===== src/rtl/led_blink_monitor.sv =====
// led_blink_monitor
//
// Watches the four LED lines of the PLL-driven blinker and measures, per
// channel, the number of clock cycles between consecutive toggles. Each
// measured interval is compared against the window
// [EXP_PERIOD-TOL, EXP_PERIOD+TOL]. Out-of-window intervals and channels that
// stop toggling raise sticky status bits. One channel's last interval is
// exposed on Period for board debug.
//
// Ports:
//   Clk      in   system clock, rising edge
//   Rst_n    in   synchronous active-low reset
//   LED      in   [3:0] LED lines, synchronous to Clk
//   Clr      in   synchronous clear of all status and measurement state
//   Sel      in   [1:0] channel select for the Period readout
//   Period   out  [PW-1:0] last measured interval of channel Sel (registered)
//   Valid    out  [3:0] channel has measured at least one full interval
//   Err      out  [3:0] sticky: a measured interval fell outside the window
//   Stall    out  [3:0] sticky: no toggle within EXP_PERIOD+TOL cycles
//   Err_any  out  OR of Err and Stall, registered
//
// Per-channel FSM:
//   state   | meaning
//   IDLE    | no edge seen since reset/clear; waiting to arm
//   MEASURE | armed on a previous edge; counting cycles to the next edge
//
// EXP_PERIOD-TOL must be at least 1.

module led_blink_monitor #(
  parameter int PW         = 26,
  parameter int EXP_PERIOD = 25_000_000,
  parameter int TOL        = 1
) (
  input  logic          Clk,
  input  logic          Rst_n,
  input  logic [3:0]    LED,
  input  logic          Clr,
  input  logic [1:0]    Sel,
  output logic [PW-1:0] Period,
  output logic [3:0]    Valid,
  output logic [3:0]    Err,
  output logic [3:0]    Stall,
  output logic          Err_any
);

  localparam logic [PW-1:0] WIN_LO   = PW'(EXP_PERIOD - TOL);
  localparam logic [PW-1:0] WIN_HI   = PW'(EXP_PERIOD + TOL);
  // First count value past the window: the channel has gone silent.
  localparam logic [PW-1:0] STALL_AT = PW'(EXP_PERIOD + TOL + 1);
  localparam logic [PW-1:0] CNT_MAX  = {PW{1'b1}};
  localparam logic [PW-1:0] ONE      = PW'(1);

  typedef enum logic {
    IDLE    = 1'b0,
    MEASURE = 1'b1
  } state_t;

  state_t        state   [4];
  logic [PW-1:0] cnt     [4];
  logic [PW-1:0] per     [4];
  logic [PW-1:0] cnt_inc [4];
  logic [3:0]    out_win;
  logic [3:0]    LED_q;
  logic [3:0]    e;

  // A toggle is seen in the first cycle the new level appears on LED.
  assign e = LED ^ LED_q;

  // cnt+1 with saturation; this is both the next count and the interval
  // length if an edge arrives in this cycle.
  always_comb begin
    for (int i = 0; i < 4; i++) begin
      cnt_inc[i] = (cnt[i] == CNT_MAX) ? CNT_MAX : cnt[i] + ONE;
      out_win[i] = (cnt_inc[i] < WIN_LO) || (cnt_inc[i] > WIN_HI);
    end
  end

  always_ff @(posedge Clk) begin
    // LED_q follows LED even through reset and clear, so a line that is
    // already high when reset releases does not look like an edge.
    LED_q <= LED;

    if (!Rst_n || Clr) begin
      for (int i = 0; i < 4; i++) begin
        state[i] <= IDLE;
        cnt[i]   <= '0;
        per[i]   <= '0;
      end
      Valid   <= '0;
      Err     <= '0;
      Stall   <= '0;
      Period  <= '0;
      Err_any <= 1'b0;
    end else begin
      for (int i = 0; i < 4; i++) begin
        case (state[i])
          IDLE: begin
            // The partial interval before the first edge is not measured.
            if (e[i]) begin
              state[i] <= MEASURE;
              cnt[i]   <= '0;
            end
          end
          MEASURE: begin
            if (e[i]) begin
              per[i]   <= cnt_inc[i];
              cnt[i]   <= '0;
              Valid[i] <= 1'b1;
              if (out_win[i]) begin
                Err[i] <= 1'b1;
              end
            end else begin
              cnt[i] <= cnt_inc[i];
              // Fires once per silent stretch; the channel keeps measuring
              // so a late edge still records the (over-range) interval.
              if (cnt_inc[i] == STALL_AT) begin
                Stall[i] <= 1'b1;
              end
            end
          end
          default: begin
            state[i] <= IDLE;
            cnt[i]   <= '0;
          end
        endcase
      end

      Period  <= per[Sel];
      // Built from the registered status bits, so it trails them by a cycle.
      Err_any <= |(Err | Stall);
    end
  end

endmodule


===== config.mk =====
export PLATFORM = sky130hd
export DESIGN_NAME = led_blink_monitor
export DESIGN_NICKNAME = d
export VERILOG_FILES = /design/src/rtl/led_blink_monitor.sv
export SDC_FILE = /design/constraint.sdc
export NUM_CORES = 1
export LEC_CHECK = 0
export CAP_MARGIN = 25
export CORE_MARGIN = 2
export CORE_UTILIZATION = 50
export CTS_CLUSTER_DIAMETER = 150
export CTS_CLUSTER_SIZE = 20
export DETAILED_ROUTE_END_ITERATION = 6
export PLACE_DENSITY = 0.65
export REMOVE_ABC_BUFFERS = 1
export SLEW_MARGIN = 10
export SYNTH_ARGS = -nofsm -noshare
export SYNTH_HDL_FRONTEND = slang
export SYNTH_SLANG_ARGS = --single-unit

===== constraint.sdc =====
create_clock -name Clk -period 6.56 [get_ports Clk]
set_input_delay 1.64 -clock Clk [delete_from_list [all_inputs] [get_ports Clk]]
set_output_delay 1.64 -clock Clk [all_outputs]
set_load 0.03 [all_outputs]

# [Word level (Yosys, flattened, before mapping)]
# Memory sizes are Yosys's and may differ from the RTL's. A register that Yosys moved wholly into a read port is not among the register bits.
# Index checks and enable logic that the tools add are counted.
[totals] n_memories=3 in_bits=9 ff_bits=17 mem_bits_rw=212 wordCells=152 out_inout_bits=39
[memory_table] name="cnt" depth=4 width=26 rd=4 rd_ports_with_merged_regs=0 write_ports=4 line="59" text="logic [PW-1:0] cnt [4];"
[memory_table] name="per" depth=4 width=26 rd=1 rd_ports_with_merged_regs=1 write_ports=4 line="60" text="logic [PW-1:0] per [4];"
[memory_table] name="state" depth=4 width=1 rd=4 rd_ports_with_merged_regs=0 write_ports=4 line="58" text="state_t state [4];"
[op_classes] n_lt_le_gt_ge=8 addsub=4 n_reduce_logical=19 n_bitwise=26 muxes=70 n_eq_ne=8
[op_table] operator="$mux 26" count=20
[op_table] operator="$add 26x1->26 const B" count=4
[op_table] operator="$eq 26x25->1 const B" count=4
[op_table] operator="$eq 26x26->1 const B" count=4
[op_table] operator="$gt 26x25->1 const B" count=4
[op_table] operator="$lt 26x25->1 const B" count=4
[op_table] operator="$mux 1" count=50
[op_table] operator="$reduce_and 3->1" count=8
[op_table] operator="$or 1x1->1" count=20
[op_table] operator="$reduce_and 2->1" count=4
[op_table] operator="$logic_or 1x1->1" count=5
[op_table] operator="$not 1->1" count=4
[op_table] operator="$or 4x4->4" count=1
[op_table] operator="$reduce_or 4->1" count=1
[op_table] operator="$xor 4x4->4" count=1
[op_table] operator="$logic_not 1->1" count=1

# [Logic depth before layout (Yosys ltp)]
# Gate-level depths: netlist of run 1.
[logic_depth] ltp_word=8 depth_mapped=12 ltp_nobuf=9

# [Least setup slack after synthesis of run 1]
# Ideal clock, no wire load.
[synth_timing] kind="input -> register" start="input LED[3]" end="memory per[3][0] (enable)" slack_ns=2.396 t_required_ns=6.115 path_buffers=0 setup_ns=0.445 arrival_time_ns=3.719 path_stages=2 path_cell_list="xnor2_1 > o21ai_0"
[synth_lines] element="start: declaration" line="36" text="input logic [3:0] LED,"
[synth_lines] element="end: declaration" line="60"

==> results.md, run 1 <==
- Max incr delay on CP: 0.89 ns
- Met2 WL post-DR: 16.31 mm
- Slew Limit Fails: 0
- Num CTS Buffers: 16
- WS Path Type: reg2reg
- Area taken by multi-input logic gates: 0.006106 mm2
- PwrDens: 214.3 mW/mm2
- Uppermost layer routed: met4
- Sequential share of the synthesized area: 0.5250
- Share of cells above drive strength 1: 0.07368
- Worst path cell trace: ha_1, nand3_1, or2_0, or4_1, nand3_2, o21ai_2, nor4_2, nand2b_1, o31a_1
- Remaining Overflow, GRT: 0
- Max-Cap Viols: 0
- Final setup vio count: 0
- CP startpoint kind: register
- Initial DRC Count: 1225
- Number of setup buffers added after CTS: 0
- Hpwl dp: 26.58 mm
- TNS Setup: 0 ns
- Register bit total from synthesis: 255
- Met1 Routed Length: 16.43 mm
- Routability-driven placement congestion ratio: 0.9351
- Row count: 60
- Drt wl/cell: 21.49 um
- Post-Syn Instances: 1324
- Hold Crit Class: reg2reg
- Maximum number of pins on one net before global-route repair: 36
- Via count: 10510
- Worst-Skew Late Latency: 0.50 ns
- Nets: 1334
- Synth Warn #: 0
- Total die area: 0.02876 mm2
- Core Util, Final: 0.5521
- Clk root buf: clkbuf_16
- Inst Count DP: 1641
- Syn Area/Cell: 10.35 um2
- Switching part of the total: 0.2426
- I/O Buffers: 47
- Int Pwr: 0.002415 W
- Clock transition at the registers of the reported paths: 0.09 ns
- Met3 wire len: 2.380 mm
- Num Clock Sinks: 255
- Min cycle time layout: 3.682 ns
- Fin. Hold Viols: 0
- Initial core utilization: 0.5086
- Worst-case clock buffer depth: 3
- Count of different cell masters after synthesis: 82
- Outcome: finished, final reports clean
- Achievable Freq: 271.6 MHz
- Avg Vias per Cell: 6.292
- Total GRT Usage: 0.2510
- H-Tree Depth: 1
- Slowest cell on the critical path: or4_1
- CP endpoint kind: register
- Hold_buf cts: 0
- Max_slew headroom: 0.3576
- Synth Flop Type: edfxtp_1
- Ys async rst share: 0
- Total wire length: 35.92 mm
- ANT cells: 0
- I/O pins: 48
- DRT Pass-1 Iters: 5
- Reg2reg setup slack: 2.88 ns
- Fin cells: 1671
- WP data required: 6.95 ns
- P_leak: 4.995 nW
- Register Area: 0.007197 mm2
- Mapped cell area: 0.01371 mm2
- Initial antenna violation count: 0
- Sequential share of power: 0.599
- Die W: 169.6 um
- Fin crit share: 0.5613
- RSZ-0062 raised after global routing: false
- Routed Antenna Nets: 0
- Post_cts resized: 0
- Post-synth EDFFs: 209
- Crit-path max FO: 15
- DRC viols: 0
- Arrival @ worst endpoint: 4.07 ns
- Clk_skew: 0.01359 ns
- Fillers: 2322
- VDD IR max: 0.1359 mV
- Net Switching: 0.0007735 W
- Number of global-route vias before repair: 9370
- Layout area overhead: 8.543%
- Clock power share: 0.319
- CTS tree: done
- First-pass GRT wire length: 56.11 mm
- Worst-Margin Slew: 0.9636 ns
- Core box area: 0.02695 mm2
- Die H: 169.6 um
- Comb power frac: 0.082
[routing by layer]
layer  vias up  global-route usage
met5         -                   0
met4         0             0.05648
met3        44             0.02589
met2       444              0.3956
met1      5110              0.3773
li1       4916                   -
[layout by cell type (no fill, tap or decap), drive strengths merged, types with 36 or more instances in the layout]
| master | instances |
|---|---|
| a21oi | 90 |
| and2 | 48 |
| clkdlybuf4s50 | 46 |
| dfxtp | 46 |
| edfxtp | 209 |
| nand2 | 80 |
| nand3 | 65 |
| nand4 | 48 |
| nor2 | 224 |
| nor3 | 37 |
| o21ai | 36 |
| xnor2 | 39 |
| xor2 | 38 |
[area by class of cell]
cell class / count / share of cell area
multi-input cells: 972 / 0.4104
clock inverters: 1 / 0.0005045
flip-flops and latches: 255 / 0.4837
inverters: 13 / 0.003280
well taps: 341 / 0.02867
clock buffers: 26 / 0.03086
repair buffers: 63 / 0.04263
[Yosys cell counts, types with 3 or more instances]
library cell	n	share of area
o22ai_1	3	0.0014
buf_2	22	0.0080
edfxtp_1	209	0.46
a21o_1	4	0.0022
mux2_2	3	0.0025
ha_1	4	0.0037
nor3b_1	7	0.0038
o21a_1	8	0.0044
xnor2_1	39	0.025
mux4_2	26	0.043
mux2i_1	9	0.0066
o211ai_1	5	0.0027
clkbuf_1	53	0.015
dfxtp_1	46	0.067
nand2_1	80	0.022
o21ai_0	33	0.012
a211o_1	4	0.0026
nand2b_1	15	0.0068
or2_2	4	0.0018
a31o_2	5	0.0032
nand3_2	5	0.0037
or3_1	8	0.0037
nor2b_1	11	0.0050
nor2_1	224	0.061
o2111ai_1	5	0.0032
nand3_1	60	0.022
nand4_1	45	0.021
nor4_2	4	0.0037
buf_4	4	0.0022
and4_1	12	0.0077
a21oi_1	90	0.033
or4_1	5	0.0027
a31oi_1	14	0.0064
nor4_1	29	0.013
inv_1	13	0.0036
nor3_1	37	0.014
and3_1	25	0.011
a211oi_1	4	0.0022
nand4b_1	6	0.0038
xor2_1	38	0.024
o31ai_1	4	0.0022
o31a_1	3	0.0019
and2_1	47	0.021
[final timing paths]
path / endpoint / startpoint / cells past startpoint
setup / recovery: Err[1]$_SDFFE_PN0P_ / cnt[1][0]$_SDFFCE_PN0P_ / 9
hold / removal: Valid[3]$_SDFFE_PN0P_ / Valid[3]$_SDFFE_PN0P_ / 2
setup reg to reg: Err[1]$_SDFFE_PN0P_ / cnt[1][0]$_SDFFCE_PN0P_ / 9
hold reg to reg: Valid[3]$_SDFFE_PN0P_ / Valid[3]$_SDFFE_PN0P_ / 2
[flip-flops by register name, summed over array words and instances, names as in the netlist]
name	flops
cnt	104
per	104
Period	26
Err	4
LED_q	4
Stall	4
Valid	4
state	4
Err_any	1
[logic make-up after synthesis]
kind of cell	share of synthesized area
fa+ha+maj	0.003651
xor+xnor	0.04920
simple gates	0.2434
mux	0.05175
buf+inv	0.03040
compound gates	0.09657
flops	0.5250
[worst max-delay path: cells and delay by family (launching register included)]
family	cells	cell delay, ns
AOI/OAI and AO/OA	2	0.34
and+or+nand+nor	6	2.37
adders and majority gates	1	0.35
DFF	1	0.51
[stage by stage]
stage	hold slack [ns]	cell area (um2)	total power, W	setup WS (ns)
floorplan	0.4660	13340	0.002081	1.664
global placement	0.4528	14310	0.002198	2.278
detailed placement	0.4384	14370	0.002201	2.151
CTS	0.4554	14830	0.003201	2.662
global route	0.4870	14880	0.003295	2.601
finish	0.4532	14880	0.003188	2.878
[power groups by stage]
stage,clock network (W),logic (W),registers [W]
2_1_floorplan,0,0.000158,0.00192
3_3_place_gp,0,0.000253,0.00195
3_5_place_dp,0,0.000257,0.00194
4_1_cts,0.00103,0.000258,0.00191
5_1_grt,0.00109,0.000284,0.00192
6_report,0.00102,0.000262,0.00191
No activity file was read; power rests on OpenSTA's default activity.
==> inputs of run 2 (changes only) <==
--- a/config.mk
+++ b/config.mk
@@ -11,7 +11,7 @@
 export CTS_CLUSTER_DIAMETER = 150
 export CTS_CLUSTER_SIZE = 20
 export DETAILED_ROUTE_END_ITERATION = 6
-export PLACE_DENSITY = 0.65
+export PLACE_DENSITY = 0.68
 export REMOVE_ABC_BUFFERS = 1
 export SLEW_MARGIN = 10
 export SYNTH_ARGS = -nofsm -noshare
==> constraint.sdc (replaced) <==
create_clock -name Clk -period 3.1 [get_ports Clk]
set_input_delay 0.775 -clock Clk [delete_from_list [all_inputs] [get_ports Clk]]
set_output_delay 0.775 -clock Clk [all_outputs]
set_load 0.03 [all_outputs]
==> run 2 against run 1 <==
Net effect: the run now ends with design-rule violations left; routed wire length up 5.1%; non-clock buffer count increased by 53; register-to-register slack got worse by 2.6 ns; critical endpoint is now Stall[2]$_SDFFE_PN0P_.
==> results.md, run 2 (same netlist as run 1, synthesis figures left out) <==
- Outcome: finished, violations left
- Failing checks: design-rule violations
- Min cycle time layout: 2.854 ns (-0.8284 ns)
- Most used cell, CP: o21a_1
- Row count: 60 (unchanged)
- Clock transition at the registers of the reported paths: 0.09 ns (about the same)
- Max-Cap Viols: 0 (unchanged)
- Max incr delay on CP: 0.61 ns (-0.28 ns)
- Crit-path max FO: 8 (-7)
- CP endpoint kind: register
- Fin. Hold Viols: 0 (unchanged)
- WP data required: 3.49 ns (-3.46 ns)
- Most common cell after layout, fill and taps aside: nor2_1
- Core Util, Final: 0.5662 (+0.01416)
- M3 GR Usage: 0.04151 (+0.01563)
- Routability-driven placement congestion ratio: 0.9604 (+2.7%)
- Fillers: 2297 (-1.1%)
- Nets: 1387 (+4.0%)
- Commonest non-fill, non-tap cells in the layout: nor2_1 (224), edfxtp_1 (209), a21oi_1 (90), nand2_1 (80), buf_4 (68)
- Clk root buf: clkbuf_16
- Via count: 10790 (+2.6%)
- Met2 usage: 0.4169 (+0.02130)
- Hold path cells: 2 (unchanged)
- Worst-Skew Late Latency: 0.51 ns (about the same)
- Hold path startpoint: Valid[3]$_SDFFE_PN0P_
- Reg2reg setup slack: 0.25 ns (-2.63 ns)
- Total die area: 0.02876 mm2 (unchanged)
- Fin crit share: 0.9206 (+0.3593)
- DRT Pass-1 Iters: 7 (+2)
- Share of cells above drive strength 1: 0.1113 (+0.03759)
- Total GRT Usage: 0.2650 (+0.01399)
- Hold Crit Class: reg2reg
- Net Switching: 0.001645 W (+110%)
- CP startpoint kind: register
- Comb power frac: 0.086 (+0.004)
- Routed Antenna Nets: 0 (unchanged)
- Num CTS Buffers: 16 (unchanged)
- First-pass GRT wire length: 58.57 mm (+4.4%)
- Drt wl/cell: 21.87 um (+1.8%)
- Die H: 169.6 um (unchanged)
- Inst Count DP: 1693 (+3.2%)
- I/O pins: 48 (unchanged)
- Switching part of the total: 0.2428 (about the same)
- Int Pwr: 0.005132 W (+110%)
- Largest registers: cnt: 104 flops, per: 104 flops, Period: 26 flops
- RSZ-0062 raised after global routing: false
- Avg Vias per Cell: 6.255 (-0.59%)
- Worst r2r path cells: 9 (unchanged)
- PwrDens: 444.1 mW/mm2 (+110%)
- ANT cells: 0 (unchanged)
- Final setup vio count: 0 (unchanged)
- Layout area overhead: 11.33%
- Worst Hold End: Valid[3]$_SDFFE_PN0P_
- Worst-Margin Slew: 0.6033 ns (-0.3603 ns)
- Die W: 169.6 um (unchanged)
- I/O Buffers: 47 (unchanged)
- Initial antenna violation count: 2 (+2)
- GR peak layer: met2
- Core box area: 0.02695 mm2 (unchanged)
- Arrival @ worst endpoint: 3.25 ns (-0.82 ns)
- P_leak: 5.237 nW (+4.8%)
- Fin cells: 1725 (+3.2%)
- Maximum number of pins on one net before global-route repair: 32 (-11%)
- Slowest cell on the critical path: or4_1
- Reg2reg start: cnt[2][0]$_SDFFCE_PN0P_
- Num Clock Sinks: 255 (unchanged)
- Met1 Resource Use GR: 0.3812 (+0.003985)
- Initial core utilization: 0.5086 (unchanged)
- R2R Path End: Stall[2]$_SDFFE_PN0P_
- Max_slew headroom: 0.5947 (+0.2371)
- Sequential share of power: 0.595 (-0.004)
- TNS Setup: 0 ns (unchanged)
- CTS tree: done
- Hpwl dp: 28.01 mm (+5.4%)
- Number of global-route vias before repair: 10040 (+7.2%)
- Slew Limit Fails: 0 (unchanged)
- Initial DRC Count: 988 (-19%)
- Worst path cell trace: ha_1, nand2_1, or4_1, o21a_1, nor3_2, nor2_1, nand4_1, nor3_1, o21a_1
- Remaining Overflow, GRT: 0 (unchanged)
- Worst-case clock buffer depth: 3 (unchanged)
- H-Tree Depth: 1 (unchanged)
- DRC viols: 1 (+1)
- VDD IR max: 0.2381 mV (+75%)
- Achievable Freq: 350.4 MHz (+29%)
- WS Path Type: reg2reg
- Clock power share: 0.318 (about the same)
- Total wire length: 37.73 mm (+5.1%)
- Clk_skew: 0.02671 ns (+0.01312 ns)
==> run 2: cell types whose count changed in the layout (fill, tap and decap cells not counted), sizes merged <==
cell    before  now
buf         17   70
clkbuf      26   27
==> run 2: routing by layer <==
layer,vias up,wire [um],share of wire
li1,4992,-,-
met1,5160,15830,0.42
met2,555,17240,0.46
met3,81,3442,0.091
met4,2,1195,0.032
met5,-,15,0.00040
==> run 2: area by class of cell <==
| type | instances | area (um2) | area share |
|---|---|---|---|
| Tap cell | 341 | 426.7 | 0.02796 |
| Multi-Input combinational cell | 972 | 6122 | 0.4012 |
| Timing Repair Buffer | 116 | 996.0 | 0.06526 |
| Inverter | 13 | 48.80 | 0.003198 |
| Clock buffer | 27 | 462.9 | 0.03034 |
| Clock inverter | 1 | 7.507 | 0.0004919 |
| Sequential cell | 255 | 7197 | 0.4716 |
==> run 2: worst max-delay path: cells and delay by family, from the launching register on <==
family,cells,cell delay (ns)
adders and majority gates,1,0.37
AOI/OAI and AO/OA,2,0.37
and+or+nand+nor,6,1.52
DFF,1,0.48
==> run 2: power by group through the flow <==
stage          clock, W  sequential, W  combinational (W)
3_5_place_dp          0        0.00411           0.000576
4_1_cts         0.00220        0.00403           0.000579
6_report        0.00216        0.00403           0.000585
2_1_floorplan         0        0.00407           0.000335
3_3_place_gp          0        0.00410           0.000576
5_1_grt         0.00231        0.00405           0.000637
==> run 2: stage by stage <==
step | hold slack, ns | setup WS [ns] | cell area, um2 | power (W)
2_1_floorplan | 0.4660 | -0.9306 | 13340 | 0.004404
3_3_place_gp | 0.4336 | 0.1102 | 14740 | 0.004678
3_5_place_dp | 0.4576 | 0.05547 | 14740 | 0.004681
4_1_cts | 0.4750 | 0.02918 | 15210 | 0.006813
5_1_grt | 0.5160 | 0.04025 | 15260 | 0.007000
6_report | 0.4674 | 0.2462 | 15260 | 0.006777
==> run 2: repair_timing <==
item / CTS / global route
setup buffers: 0 / 4
endpoints found under the setup margin: 0 / 3
endpoints found under the hold margin: 0 / 0
hold buffers: 0 / 0
gates resized for setup: 0 / 3
==> run 2: worst max-delay path by stage <==
stage,start,end,slack [ns],depth (start not counted)
floorplan,Rst_n,per[3][0]$_SDFFCE_PN0P_,-0.93,2
global placement,cnt[2][0]$_SDFFCE_PN0P_,Stall[2]$_SDFFE_PN0P_,0.11,9
detailed placement,cnt[2][0]$_SDFFCE_PN0P_,Stall[2]$_SDFFE_PN0P_,0.06,9
CTS,cnt[2][0]$_SDFFCE_PN0P_,Stall[2]$_SDFFE_PN0P_,0.03,9
global route,cnt[3][12]$_SDFFCE_PN0P_,Stall[3]$_SDFFE_PN0P_,0.04,8
finish,cnt[2][0]$_SDFFCE_PN0P_,Stall[2]$_SDFFE_PN0P_,0.25,9
